===== src/rtl/fp_align_pipe.sv =====
// Two-stage operand aligner: S1 orders the pair by magnitude,
// S2 right-aligns the smaller mantissa and collects the sticky bit.
module fp_align_pipe #(
   parameter int MAN_W = 10,
   parameter int EXP_W = 5,
   parameter int CNT_W = 8
) (
   input  logic             clk,
   input  logic             rst,
   input  logic             in_valid,
   output logic             in_ready,
   input  logic [MAN_W-1:0] in_man1,
   input  logic [MAN_W-1:0] in_man2,
   input  logic             in_sgn1,
   input  logic             in_sgn2,
   input  logic [EXP_W-1:0] in_exp1,
   input  logic [EXP_W-1:0] in_exp2,
   output logic             out_valid,
   input  logic             out_ready,
   output logic [MAN_W-1:0] out_man_big,
   output logic             out_sgn_big,
   output logic [EXP_W-1:0] out_exp,
   output logic [MAN_W-1:0] out_man_small,
   output logic             out_sgn_small,
   output logic             out_sticky,
   output logic             out_swapped,
   output logic [EXP_W-1:0] out_diff,
   output logic [CNT_W-1:0] txn_cnt
);

   logic             s1_valid;
   logic [MAN_W-1:0] s1_man_big;
   logic [MAN_W-1:0] s1_man_small;
   logic [EXP_W-1:0] s1_exp;
   logic [EXP_W-1:0] s1_diff;
   logic             s1_sgn_big;
   logic             s1_sgn_small;
   logic             s1_swapped;

   logic             s2_adv;
   logic             op1_big;
   logic [EXP_W-1:0] diff_c;
   logic [MAN_W-1:0] shifted;
   logic             sticky;

   assign s2_adv   = !out_valid | out_ready;
   assign in_ready = !s1_valid | s2_adv;

   always_comb begin
      op1_big = (in_exp1 > in_exp2) ||
                ((in_exp1 == in_exp2) && (in_man1 >= in_man2));
      diff_c  = op1_big ? (in_exp1 - in_exp2) : (in_exp2 - in_exp1);
   end

   // shifting by >= MAN_W clears the mantissa; every bit lands in sticky
   always_comb begin
      shifted = s1_man_small >> s1_diff;
      sticky  = 1'b0;
      for (int i = 0; i < MAN_W; i++) begin
         if (i < int'(s1_diff))
            sticky = sticky | s1_man_small[i];
      end
   end

   always_ff @(posedge clk) begin
      if (rst) begin
         s1_valid      <= 1'b0;
         s1_man_big    <= '0;
         s1_man_small  <= '0;
         s1_exp        <= '0;
         s1_diff       <= '0;
         s1_sgn_big    <= 1'b0;
         s1_sgn_small  <= 1'b0;
         s1_swapped    <= 1'b0;
         out_valid     <= 1'b0;
         out_man_big   <= '0;
         out_sgn_big   <= 1'b0;
         out_exp       <= '0;
         out_man_small <= '0;
         out_sgn_small <= 1'b0;
         out_sticky    <= 1'b0;
         out_swapped   <= 1'b0;
         out_diff      <= '0;
         txn_cnt       <= '0;
      end else begin
         if (in_ready) begin
            s1_valid <= in_valid;
            if (in_valid) begin
               s1_man_big   <= op1_big ? in_man1 : in_man2;
               s1_man_small <= op1_big ? in_man2 : in_man1;
               s1_exp       <= op1_big ? in_exp1 : in_exp2;
               s1_sgn_big   <= op1_big ? in_sgn1 : in_sgn2;
               s1_sgn_small <= op1_big ? in_sgn2 : in_sgn1;
               s1_diff      <= diff_c;
               s1_swapped   <= !op1_big;
            end
         end
         if (s2_adv) begin
            out_valid <= s1_valid;
            if (s1_valid) begin
               out_man_big   <= s1_man_big;
               out_sgn_big   <= s1_sgn_big;
               out_exp       <= s1_exp;
               out_man_small <= shifted;
               out_sgn_small <= s1_sgn_small;
               out_sticky    <= sticky;
               out_swapped   <= s1_swapped;
               out_diff      <= s1_diff;
            end
         end
         if (out_valid && out_ready)
            txn_cnt <= txn_cnt + CNT_W'(1);
      end
   end

endmodule


===== config.mk =====
export PLATFORM = sky130hd
export DESIGN_NAME = fp_align_pipe
export DESIGN_NICKNAME = d
export VERILOG_FILES = /design/src/rtl/fp_align_pipe.sv
export SDC_FILE = /design/constraint.sdc
export NUM_CORES = 1
export LEC_CHECK = 0
export ABC_CLOCK_PERIOD_IN_PS = 4450
export CORE_MARGIN = 3
export CORE_UTILIZATION = 55
export DETAILED_ROUTE_END_ITERATION = 10
export PLACE_DENSITY = 0.84
export SLEW_MARGIN = 20
export SYNTH_ARGS = -nofsm -noshare
export SYNTH_HDL_FRONTEND = slang
export SYNTH_SLANG_ARGS = --single-unit

===== constraint.sdc =====
create_clock -name clk -period 4.45 [get_ports clk]
set_clock_uncertainty 0.15 [all_clocks]
set_input_delay 0.89 -clock clk [delete_from_list [all_inputs] [get_ports clk]]
set_output_delay 0.89 -clock clk [all_outputs]
set_load 0.05 [all_outputs]

==> flow_summary.ini, run 1 <==
[synthesis]
synth_area_leaders = dfxtp_1 38%, mux2i_1 9.2%, ha_1 6.2%
synth_warnings = 0
netlist_area_um2 = 4020
synthFlopType = dfxtp_1
synthArstFlopShare = 0
yosysMostFrequentCell = dfxtp_1
avgSynthCellArea_um2 = 8.47
syn_inst = 475
synth_top_area_cell = dfxtp_1
syn-num-nets = 533
yosys_register_bits = 77
synth_commonest_cells = 77 x dfxtp_1, 60 x nor2_1, 57 x nand2_1, 37 x a21oi_1, 37 x mux2i_1
netlist-cell-type-count = 49
yosys.area.top_type_share = 0.383
seq_area_frac_synth = 0.383
synth-edff-count = 0

[sta]
tns_ns = 0
finalHoldViolCount = 0
slew_headroom = 0.350
drv_slew = 0
tightest_slew_ns = 0.975
max_clock_freq_ghz = 0.280
timing.final.crit_period_ns = 3.57
rsz0062_at_grt = false
setup_viol = 0
finalCritPeriodShare = 0.801

[floorplan]
rows = 30
die-area_um2 = 8380
die_w_um = 91.5
start_util = 0.579
coreArea_um2 = 6940
die_h_um = 91.5
io_pins = 80

[cts]
insertion_delay_ns = 0.35
cts_buffers = 9
htree_levels = 3
post-cts-setup-buffer-count = 0
cts_root_buf = clkbuf_8
holdBufCountCts = 0
cts.reportedPaths.clkPinSlew_ns = 0.08
ctsResizeCount = 0
cts_tree = yes
clock-sinks = 77
clk_path_buf_depth = 2

[pwr]
pwr_density_cell_nw_per_um2 = 340
vdd.ir_drop.worst_mv = 0.223
power.leakage_nw = 1.99

[worst_hold_path]
whs_path_depth = 2
min_path_type = flip-flop to flip-flop

[critical_path]
critPathKind = input pin to flip-flop
arrival_ns = 3.59
critPathLaunchType = input pin
cp_max_fo = 24
critPathCaptureType = flip-flop
crit_buf_inv = 3
slowest_stage = o22a_2
max_stage_delay_ns = 0.58
cp_num_cells = 10
cp.required_ns = 4.48
cp_top_family = compound AO/OA/AOI/OAI gates
path_cells = clkdlybuf4s50_1, inv_1, ha_1, nand4_1, a21boi_0, a31o_1, o22a_2, buf_4, mux2i_1, a211oi_1
reg2reg_depth = 6

[route]
wl_um = 9600
drt_iter0_markers = 189
viasPerCell = 5.60
antenna_left = 0
wire_per_inst_um = 15.0
vias = 3581
drtPass1Iterations = 4
remaining_drc_errors = 0

[status]
status = finished clean

[global_routing]
grt_pass1_vias = 3295
antenna_found_initial = 0
grt.overflow.total = 0
grt_first_pass_wirelength_um = 15700
grt_max_degree = 54
grt_usage = 0.232

[placement]
port_buffers = 79
dp_hpwl_um = 7170
dp_cells = 623
place_congestion = 0.886

[final_layout]
diodes = 0
synthToLayoutAreaGrowth_pct = 25.0
utilization = 0.724
drive_gt1_frac = 0.0608
final_nets = 596
final_cells = 639

[job]
maxCapViolCount = 0
worst paths after layout:
| path | start | to | slack (ns) |
|---|---|---|---|
| setup / recovery | in_exp1[3] | s1_man_small[3]$_SDFFE_PP0P_ | 0.88 |
| hold / removal | s1_man_big[2]$_SDFFE_PP0P_ | out_man_big[2]$_SDFFE_PP0P_ | 0.30 |
| setup reg to reg | out_valid$_SDFFE_PP0P_ | out_man_small[5]$_SDFFE_PP0P_ | 2.28 |
| hold reg to reg | s1_man_big[2]$_SDFFE_PP0P_ | out_man_big[2]$_SDFFE_PP0P_ | 0.30 |
through the flow:
stage / worst slack [ns] / hold WS [ns] / power (mW) / cell area, um^2
final: 0.885 / 0.304 / 1.71 / 5030
after global routing: 0.618 / 0.323 / 1.79 / 5030
after CTS: 0.893 / 0.308 / 1.71 / 5030
after detailed placement: 0.537 / 0.297 / 1.16 / 4820
after global placement: 0.562 / 0.291 / 1.15 / 4820
after floorplan: 1.71 / 0.282 / 1.05 / 4020
kinds of logic after synthesis:
| family | Yosys count | share of synthesized area |
|---|---|---|
| multiplexers | 43 | 0.110 |
| XOR/XNOR | 5 | 0.0109 |
| buffers and inverters | 56 | 0.0600 |
| flip-flops | 77 | 0.383 |
| AO/OA/AOI/OAI | 107 | 0.174 |
| AND/OR/NAND/NOR | 165 | 0.190 |
| adder cells (fa/ha/maj) | 22 | 0.0721 |
tightest hold or removal path, delay by kind of cell, from the launching register on:
family	cells	cell delay [ns]
compound gates	1	0.05
simple gates	1	0.05
flops	1	0.31
per-layer routing:
metal,up-vias,track usage,part of all wire
met2,103,0.385,0.47
li1,1791,-,-
met3,15,0.0514,0.050
met5,-,0,0
met4,0,0.0779,0.023
met1,1672,0.298,0.45
layout by cell type (no fill, tap or decap), types with 4 or more instances in the layout:
master and count:
a211oi_1 31, a21oi_1 37, a22oi_1 6, buf_4 6, clkbuf_8 9, clkdlybuf4s50_1 78, dfxtp_1 77, ha_1 20
inv_1 23, mux2_2 5, mux2i_1 37, nand2_1 57, nand2b_1 8, nand3b_1 4, nand4_1 6, nor2_1 60
nor2b_1 7, nor3_1 4, o21ai_0 11, or3_1 4, xor2_1 4
power by group:
group | switching, mW | internal, mW | total, mW
sequential | 0.0458 | 0.729 | 0.775
combinational | 0.210 | 0.163 | 0.373
clock | 0.247 | 0.316 | 0.563
total | 0.503 | 1.21 | 1.71
final cells by class:
class / instances / area [um^2]
sequential: 77 / 1540
multi-input combinational: 342 / 2240
fill: 545 / 1910
clock inverter: 4 / 72.6
inverter: 23 / 86.3
timing repair buffer: 85 / 831
tap: 96 / 120
clock buffer: 12 / 135
state kept, by name, summed over array words and instances, names as in the netlist, 5 cells and up:
name	count
s1_diff	5
s1_man_big	10
out_man_big	10
out_diff	5
out_exp	5
out_man_small	10
txn_cnt	8
s1_exp	5
s1_man_small	10
(Power assumes the default switching activity.)
==> run 2, diff against run 1 <==
--- a/config.mk
+++ b/config.mk
@@ -5,11 +5,11 @@
 export SDC_FILE = /design/constraint.sdc
 export NUM_CORES = 1
 export LEC_CHECK = 0
-export ABC_CLOCK_PERIOD_IN_PS = 4450
+export ABC_CLOCK_PERIOD_IN_PS = 2900
 export CORE_MARGIN = 3
-export CORE_UTILIZATION = 55
+export CORE_UTILIZATION = 47
 export DETAILED_ROUTE_END_ITERATION = 10
-export PLACE_DENSITY = 0.84
+export PLACE_DENSITY = 0.77
 export SLEW_MARGIN = 20
 export SYNTH_ARGS = -nofsm -noshare
 export SYNTH_HDL_FRONTEND = slang
==> constraint.sdc (replaced) <==
create_clock -name clk -period 2.9 [get_ports clk]
set_clock_uncertainty 0.15 [all_clocks]
set_input_delay 0.58 -clock clk [delete_from_list [all_inputs] [get_ports clk]]
set_output_delay 0.58 -clock clk [all_outputs]
set_load 0.05 [all_outputs]
==> flow_summary.ini, run 2 (synthesis results as in run 1) <==
[placement]
dp_cells = 672
place_congestion = 0.979
port_buffers = 79
placed_area_um2 = 5160
dp_hpwl_um = 7300

[cts]
clk_path_buf_depth = 2
cts_tree = yes
ctsResizeCount = 0
cts.reportedPaths.clkPinSlew_ns = 0.08
post-cts-setup-buffer-count = 0
holdBufCountCts = 0
cts_buffers = 9
htree_levels = 3
insertion_delay_ns = 0.34
clock-sinks = 77
cts_root_buf = clkbuf_8

[worst_hold_path]
min_to = out_sgn_big$_SDFFE_PP0P_
hp-start = s1_sgn_big$_SDFFE_PP0P_
min_path_type = flip-flop to flip-flop
whs_path_depth = 2

[final_layout]
synthToLayoutAreaGrowth_pct = 32.3
final_cells = 688
final_nets = 636
final_area_um2 = 5320
final_cell_mix = 77 x clkdlybuf4s50_1, 77 x dfxtp_1, 60 x nor2_1, 57 x nand2_1, 45 x buf_4
num-fill-cells = 737
diodes = 0
utilization = 0.645
drive_gt1_frac = 0.129

[sta]
tightest_slew_ns = 0.918
drv_slew = 0
rsz0062_at_grt = false
finalHoldViolCount = 0
worst_hold_slack_ns = 0.304
setup_viol = 0
max_clock_freq_ghz = 0.365
slew_headroom = 0.384
timing.final.crit_period_ns = 2.74
finalCritPeriodShare = 0.944

[critical_path]
ff2ff_setup_slack_ns = 0.81
critPathLaunchType = input pin
path_cells = clkdlybuf4s50_1, inv_1, ha_1, nand4_1, or3b_1, o22a_2, buf_4, buf_4, o211a_1, nor4_2
critPathCaptureType = flip-flop
cp_top_family = buffers and inverters
arrival_ns = 2.85
crit_buf_inv = 4
reg2reg_depth = 5
cp_common_cell = buf_4
slowest_stage = clkdlybuf4s50_1
cp_max_fo = 7
r2r-start = out_valid$_SDFFE_PP0P_
critPathKind = input pin to flip-flop
max_stage_delay_ns = 0.48
startpoint = in_exp1[1]
cp.required_ns = 3.01
timing.rr.end = out_man_small[5]$_SDFFE_PP0P_

[global_routing]
antenna_found_initial = 0
grt_pass1_vias = 3405
grt.overflow.total = 0
grt_usage = 0.197
grt_first_pass_wirelength_um = 15800
grt_max_degree = 60

[pwr]
vdd.ir_drop.worst_mv = 0.253
clockPowerShare = 0.281
total_power_mw = 2.52
p_seq_frac = 0.471
pwr_density_cell_nw_per_um2 = 473
combinationalPowerShare = 0.249
switching_share = 0.313
power.leakage_nw = 2.17
p_switching_uw = 788
p_int_mw = 1.73

[job]
maxCapViolCount = 0

[route]
wire_per_inst_um = 13.6
vias = 3632
drtPass1Iterations = 5
remaining_drc_errors = 0
antenna_left = 0
drt_iter0_markers = 140
viasPerCell = 5.28
wl_um = 9390

[floorplan]
die-area_um2 = 9710
start_util = 0.487
io_pins = 80
coreArea_um2 = 8260
die_w_um = 98.5
rows = 33
die_h_um = 98.5

[status]
status = finished clean
[run 2: cell types whose count changed in the layout (fill, tap and decap cells not counted)]
cell and delta:
clkinvlp_4 +2, clkdlybuf4s50_1 -1, clkbuf_1 -1, buf_4 +39, buf_12 +2, bufinv_16 -2, inv_6 +1
[run 2: layer usage]
layer  GRT usage  up-vias  part of all wire
li1            -     1878                 -
met2       0.323      102              0.46
met3      0.0361       13             0.052
met1       0.263     1639              0.46
met4      0.0641        0             0.019
met5           0        -                 0
[run 2: power groups by stage]
stage	logic [mW]	clock network, mW	registers (mW)
after floorplan	0.362	0	1.24
after global placement	0.620	0	1.21
after detailed placement	0.626	0	1.21
after CTS	0.629	0.726	1.18
after global routing	0.692	0.769	1.19
final	0.626	0.707	1.18
[run 2: worst min-delay path: stages (launching register included)]
cell	delay (ns)
dfxtp_1	0.31
nand2_1	0.05
a21oi_1	0.05
[run 2: final cells by class]
cell class,instances,area (um^2),area share
clock buffer,11,131,0.0247
clock inverter,5,36.3,0.00682
inverter,23,86.3,0.0162
multi-input combinational,342,2240,0.421
sequential,77,1540,0.290
tap,105,131,0.0247
timing repair buffer,125,1150,0.217
[run 2: worst max-delay path by stage]
| stage | to | slack (ns) | depth (start not counted) |
|---|---|---|---|
| final | s1_diff[2]$_SDFFE_PP0P_ | 0.16 | 10 |
| after global routing | s1_diff[2]$_SDFFE_PP0P_ | 0.04 | 10 |
| after CTS | s1_diff[2]$_SDFFE_PP0P_ | 0.18 | 10 |
| after detailed placement | s1_diff[2]$_SDFFE_PP0P_ | -0.17 | 10 |
| after global placement | s1_diff[1]$_SDFFE_PP0P_ | -0.14 | 9 |
| after floorplan | s1_diff[3]$_SDFFE_PP0P_ | 0.47 | 7 |
[run 2: per-stage QoR]
stage / setup slack (ns) / TNS [ns]
final: 0.163 / 0
after global routing: 0.0419 / 0
after CTS: 0.180 / 0
after detailed placement: -0.174 / -2.24
after global placement: -0.137 / -1.15
after floorplan: 0.466 / 0
